==> src/rtl/ram_bus_arbiter.sv <==
// Shared RAM bus arbiter between the CPU port and the video scan port.
// Drives the active-low 74244 buffer enables and RAM strobes, captures read
// data for whichever requester owns the bus, and inserts one TURN cycle with
// every enable released between owners so buffer outputs never contend.
module ram_bus_arbiter #(
  parameter int ACC_CYC = 2,  // CPU access strobe length in clocks, 1..4
  parameter int DW      = 8
) (
  input  logic          clk,
  input  logic          rstn,
  input  logic          cpu_req,
  input  logic          cpu_rnw,
  output logic [DW-1:0] cpu_din,
  output logic          cpu_ack,
  output logic          cpu_waitn,
  input  logic          vid_req,
  output logic [DW-1:0] vid_data,
  output logic          vid_valid,
  output logic          vid_ovr,
  input  logic [DW-1:0] ram_dq_in,
  output logic          cpu_a_gn,
  output logic          cpu_d_gn,
  output logic          vid_a_gn,
  output logic          ram_oen,
  output logic          ram_wen
);

  typedef enum logic [2:0] {
    IDLE,
    VID_ADDR,
    VID_DATA,
    CPU_ADDR,
    CPU_ACC,
    TURN
  } state_t;

  // The CPU_ACC down-counter starts here and leaves the state when it hits 0.
  localparam logic [1:0] ACC_LOAD = 2'(ACC_CYC - 1);

  state_t     state, state_nxt;
  logic [1:0] acc_cnt;
  logic       vid_pend;
  logic       cpu_rd;        // direction of the CPU access in progress
  logic       last_cpu;      // the access that led into TURN was a CPU access
  logic       free;          // bus may be granted this cycle
  logic       go_vid;
  logic       go_cpu;
  logic       rd_nxt;

  // The CPU holds its request until it sees the ack.
  assign cpu_waitn = ~(cpu_req & ~cpu_ack);

  // Grant decision and next-state selection; video always wins.
  always_comb begin
    // NOTE: every signal assigned in this block gets a default first, so no
    // path leaves it unassigned and no latch is inferred.
    state_nxt = state;
    free      = (state == IDLE) || (state == TURN);
    go_vid    = free && (vid_req || vid_pend);
    // In TURN after a CPU access the request still high is the one just acked.
    go_cpu    = free && !go_vid && cpu_req && !((state == TURN) && last_cpu);
    rd_nxt    = go_cpu ? cpu_rnw : cpu_rd;
    unique case (state)
      IDLE, TURN: begin
        if (go_vid)      state_nxt = VID_ADDR;
        else if (go_cpu) state_nxt = CPU_ADDR;
        else             state_nxt = IDLE;
      end
      VID_ADDR: state_nxt = VID_DATA;
      VID_DATA: state_nxt = TURN;
      CPU_ADDR: state_nxt = CPU_ACC;
      CPU_ACC:  if (acc_cnt == 2'd0) state_nxt = TURN;
      default:  state_nxt = IDLE;
    endcase
  end

  // State, counters, capture registers and enables decoded from the next state.
  always_ff @(posedge clk or negedge rstn) begin
    if (!rstn) begin
      // NOTE: the enables reset high asynchronously so every buffer and RAM
      // strobe is released at once, even in the middle of an access.
      state     <= IDLE;
      acc_cnt   <= 2'd0;
      vid_pend  <= 1'b0;
      vid_ovr   <= 1'b0;
      cpu_rd    <= 1'b1;
      last_cpu  <= 1'b0;
      cpu_ack   <= 1'b0;
      vid_valid <= 1'b0;
      cpu_din   <= '0;
      vid_data  <= '0;
      cpu_a_gn  <= 1'b1;
      cpu_d_gn  <= 1'b1;
      vid_a_gn  <= 1'b1;
      ram_oen   <= 1'b1;
      ram_wen   <= 1'b1;
    end else begin
      // NOTE: non-blocking assignments throughout, so every register here
      // samples the pre-edge values computed by the combinational block.
      state     <= state_nxt;
      cpu_ack   <= 1'b0;
      vid_valid <= 1'b0;

      if (go_cpu) cpu_rd <= cpu_rnw;

      if (state == CPU_ADDR)                         acc_cnt <= ACC_LOAD;
      else if (state == CPU_ACC && acc_cnt != 2'd0) acc_cnt <= acc_cnt - 2'd1;

      if (state == VID_DATA) begin
        vid_data  <= ram_dq_in;
        vid_valid <= 1'b1;
        last_cpu  <= 1'b0;
      end

      if (state == CPU_ACC && acc_cnt == 2'd0) begin
        cpu_ack  <= 1'b1;
        last_cpu <= 1'b1;
        if (cpu_rd) cpu_din <= ram_dq_in;
      end

      // A request arriving while the bus is busy waits in vid_pend; a second
      // one before it is serviced is dropped and flagged.
      if (go_vid)                vid_pend <= 1'b0;
      else if (vid_req && !free) vid_pend <= 1'b1;
      if (vid_req && vid_pend)   vid_ovr  <= 1'b1;

      cpu_a_gn <= !(state_nxt == CPU_ADDR || state_nxt == CPU_ACC);
      cpu_d_gn <= !((state_nxt == CPU_ADDR || state_nxt == CPU_ACC) && !rd_nxt);
      vid_a_gn <= !(state_nxt == VID_ADDR || state_nxt == VID_DATA);
      ram_oen  <= !(state_nxt == VID_ADDR || state_nxt == VID_DATA ||
                    (state_nxt == CPU_ACC && rd_nxt));
      ram_wen  <= !(state_nxt == CPU_ACC && !rd_nxt);
    end
  end

endmodule

==> config.mk <==
export PLATFORM = sky130hd
export DESIGN_NAME = ram_bus_arbiter
export DESIGN_NICKNAME = d
export VERILOG_FILES = /design/src/rtl/ram_bus_arbiter.sv
export SDC_FILE = /design/constraint.sdc
export NUM_CORES = 1
export LEC_CHECK = 0
export ABC_CLOCK_PERIOD_IN_PS = 2900
export CAP_MARGIN = 15
export CORE_MARGIN = 5
export CORE_UTILIZATION = 30
export DETAILED_ROUTE_END_ITERATION = 10
export SYNTH_ARGS = -nofsm -noshare
export SYNTH_HDL_FRONTEND = slang
export SYNTH_SLANG_ARGS = --single-unit
export TNS_END_PERCENT = 100
==> constraint.sdc <==
create_clock -name clk -period 2.9 [get_ports clk]
set_clock_uncertainty 0.1 [all_clocks]
set_input_delay 0.58 -clock clk [delete_from_list [all_inputs] [get_ports clk]]
set_output_delay 0.58 -clock clk [all_outputs]
set_load 0.005 [all_outputs]
==> run metrics <==
Fillers=425; count of flip-flops with a built-in enable after synthesis=0; IO Count=38; RSZ-0062 raised after global routing=false; Hold Path Sink=vid_ovr$_DFFE_PN0P_; postcts setup bufs=0; first drt pass iteration count=4; fin crit share=0.8344; post-synthesis async set-or-reset flop share=1.000; DRT iter0 DRCs=73; Design Area, Final=0.001894 mm²; r2r setup slk=1160 ps; Routed Antenna Nets=0; Hold Crit Start=vid_ovr$_DFFE_PN0P_; Mean Syn Cell Area=12.82 µm²; Crit Path Category=primary input to primary output; dominant synthesized flop cell=dfrtp_1; Buf/Inv on CP=2; CTS sink count=32; cell mode on critical path=clkdlybuf4s50_1; IO Port Bufs=37; Critical Path Source=cpu_req; PostCTS Resize Cnt=0; Mapped Cells=107; maximum vdd drop=around 0.00047 V; die width=~78 µm; Arrival @ worst endpoint=1740 ps; top cells by area, synth=dfrtp_1 (47%), mux2_2 (13%), dfstp_2 (11%); Synth area leader=dfrtp_1; GRT Total Usage=0.1026; Largest delay share family, worst path=buffers and inverters; hold path depth=1; Reg-to-Reg End=vid_data[3]$_DFFE_PN0P_; setup TNS=0 ps; distinct cell type count after synthesis=34; Rel. slew slack=0.6663; leak pwr=between 0.8 and 0.9 nW; Site Rows=24; Placed Instance Area=~0.0018 mm²; max-slew violation count=0; initial antenna violation count=0; Initial Utilization=0.3128; H-tree levels=2; area share of the largest cell type after synthesis=0.4745; Chip Height=77.61 µm; area grow syn2layout=38.14%; Placer Congestion=around 0.75; final WL=2939 µm; outcome=completed; Mapped Area=0.001371 mm²; CP max stage delay=approximately 530 ps; hold violation total from the final report=0; die area=between 0.006 and 0.007 mm²; Root Driver=clkbuf_8; commonest cells in the synthesized netlist=dfrtp_1 (26), mux2_2 (16), inv_1 (7), dfstp_2 (6), nand2b_1 (6); Crit. End Element=primary output; Avg WL per Cell=14.62 µm; Clock Path Buffers=2; CTS tree=done; diode count=0; core box area=0.004384 mm²; hold bufs inserted after CTS=0; CTS clk-pin slew, worst paths=60 ps; required time worst endpoint=roughly 2200 ps; flops & latches, synth=32; CP Cell Sequence=clkdlybuf4s50_1 > nand2b_1 > clkdlybuf4s50_1; first-pass GRT wire length=5057 µm; post-layout min period=2420 ps; grt ovf=0; largest net degree at the start of global routing=33; HP Class=flop to flop; PwrDens=1049 mW/mm²; worst-case reg-to-reg path depth=3; Max-Cap Viols=0; Worst Setup Start Kind=primary input; CTS buffer count=5; via count=973; drt drc=0; Critical Path Fanout Max=6; CP max stage cell=clkdlybuf4s50_1; dpl hpwl=2126 µm; setup violators final=0; layout cell share with drive strength beyond 1=0.2349; Slew @ Worst Pin=500.5 ps; Syn Nets=about 120; vias per cell=4.841; Seq/Total Area, Yosys=0.5894; vias in the first global route=1,065; Max Freq=approximately 410 MHz; worst r2r src=state[1]$_DFF_PN0_; Final #Nets=163; synth warn=0; Clock Latency Late Sink=280 ps; most frequent cell after synthesis=dfrtp_1
-- worst max-delay path by stage --
stage                              to  slack [ps]  cells past startpoint
2_1_floorplan  cpu_din[0]$_DFFE_PN0P_        1370                      5
3_3_place_gp                cpu_waitn         500                      3
3_5_place_dp                cpu_waitn         480                      3
4_1_cts                     cpu_waitn         470                      3
5_1_grt                     cpu_waitn         440                      3
6_report                    cpu_waitn         480                      3
-- registers in the layout, indices dropped and copies added (netlist names) --
signal / flops
vid_valid: 1
ram_oen: 1
cpu_ack: 1
last_cpu: 1
cpu_rd: 1
vid_data: 8
state: 3
acc_cnt: 2
vid_ovr: 1
cpu_d_gn: 1
cpu_a_gn: 1
vid_a_gn: 1
ram_wen: 1
cpu_din: 8
vid_pend: 1
-- area by class of cell --
cell class | instances | area [µm²] | area share
sequential | 32 | 808.3 | 0.4267
timing repair buffer | 38 | 377.9 | 0.1995
clock buffer | 7 | 96.34 | 0.05086
tap | 52 | 65.06 | 0.03435
multi-input combinational | 65 | 520.5 | 0.2748
inverter | 7 | 26.28 | 0.01387
-- metrics by stage --
stage	power [W]	hold WS [ps]	worst slack, ps	util	cells
3_5_place_dp	0.001644	347.2	477.2	0.4101	194
5_1_grt	0.002137	395.5	437.2	0.4321	201
4_1_cts	0.002021	365.0	472.8	0.4321	201
6_report	0.001987	356.6	480.2	0.4321	201
2_1_floorplan	0.001221	184.4	1374	-	107
3_3_place_gp	0.001615	345.4	495.3	0.4101	194
-- logic make-up after synthesis --
| group | share of synthesized area |
|---|---|
| buffers and inverters | 0.03102 |
| and+or+nand+nor | 0.1232 |
| AOI/OAI and AO/OA | 0.1086 |
| DFF | 0.5894 |
| muxes | 0.1314 |
| adders and majority gates | 0.01642 |
-- where the power goes --
group | internal [W] | total (W) | switching [W] | leakage [nW]
Sequential | 0.000673 | 0.000840 | 0.000168 | 0.374
Combinational | 0.000503 | 0.000785 | 0.000281 | 0.391
Clock | 0.000211 | 0.000362 | 0.000151 | 0.0503
-- cell usage in the layout (no fill, tap or decap), types with 2 or more instances in the layout --
cell type / netlist / routed
o21bai_1: 2 / 2
o2111ai_1: 2 / 2
a21o_1: 4 / 4
o21ai_0: 3 / 3
nand2b_1: 6 / 6
clkdlybuf4s50_1: 0 / 37
a21oi_1: 3 / 3
nor2_1: 4 / 4
nand2_1: 4 / 4
nor3_1: 3 / 3
clkbuf_8: 0 / 7
mux2_2: 16 / 16
dfstp_2: 6 / 6
inv_1: 7 / 7
dfrtp_1: 26 / 26
-- layer usage --
metal / global-route usage / share of wire
met1: 0.1197 / 0.42
met2: 0.1661 / 0.48
met5: 0 / 0
met3: 0.05671 / 0.094
met4: 0.02062 / 0.010
Power figures use the tool's default switching activity.
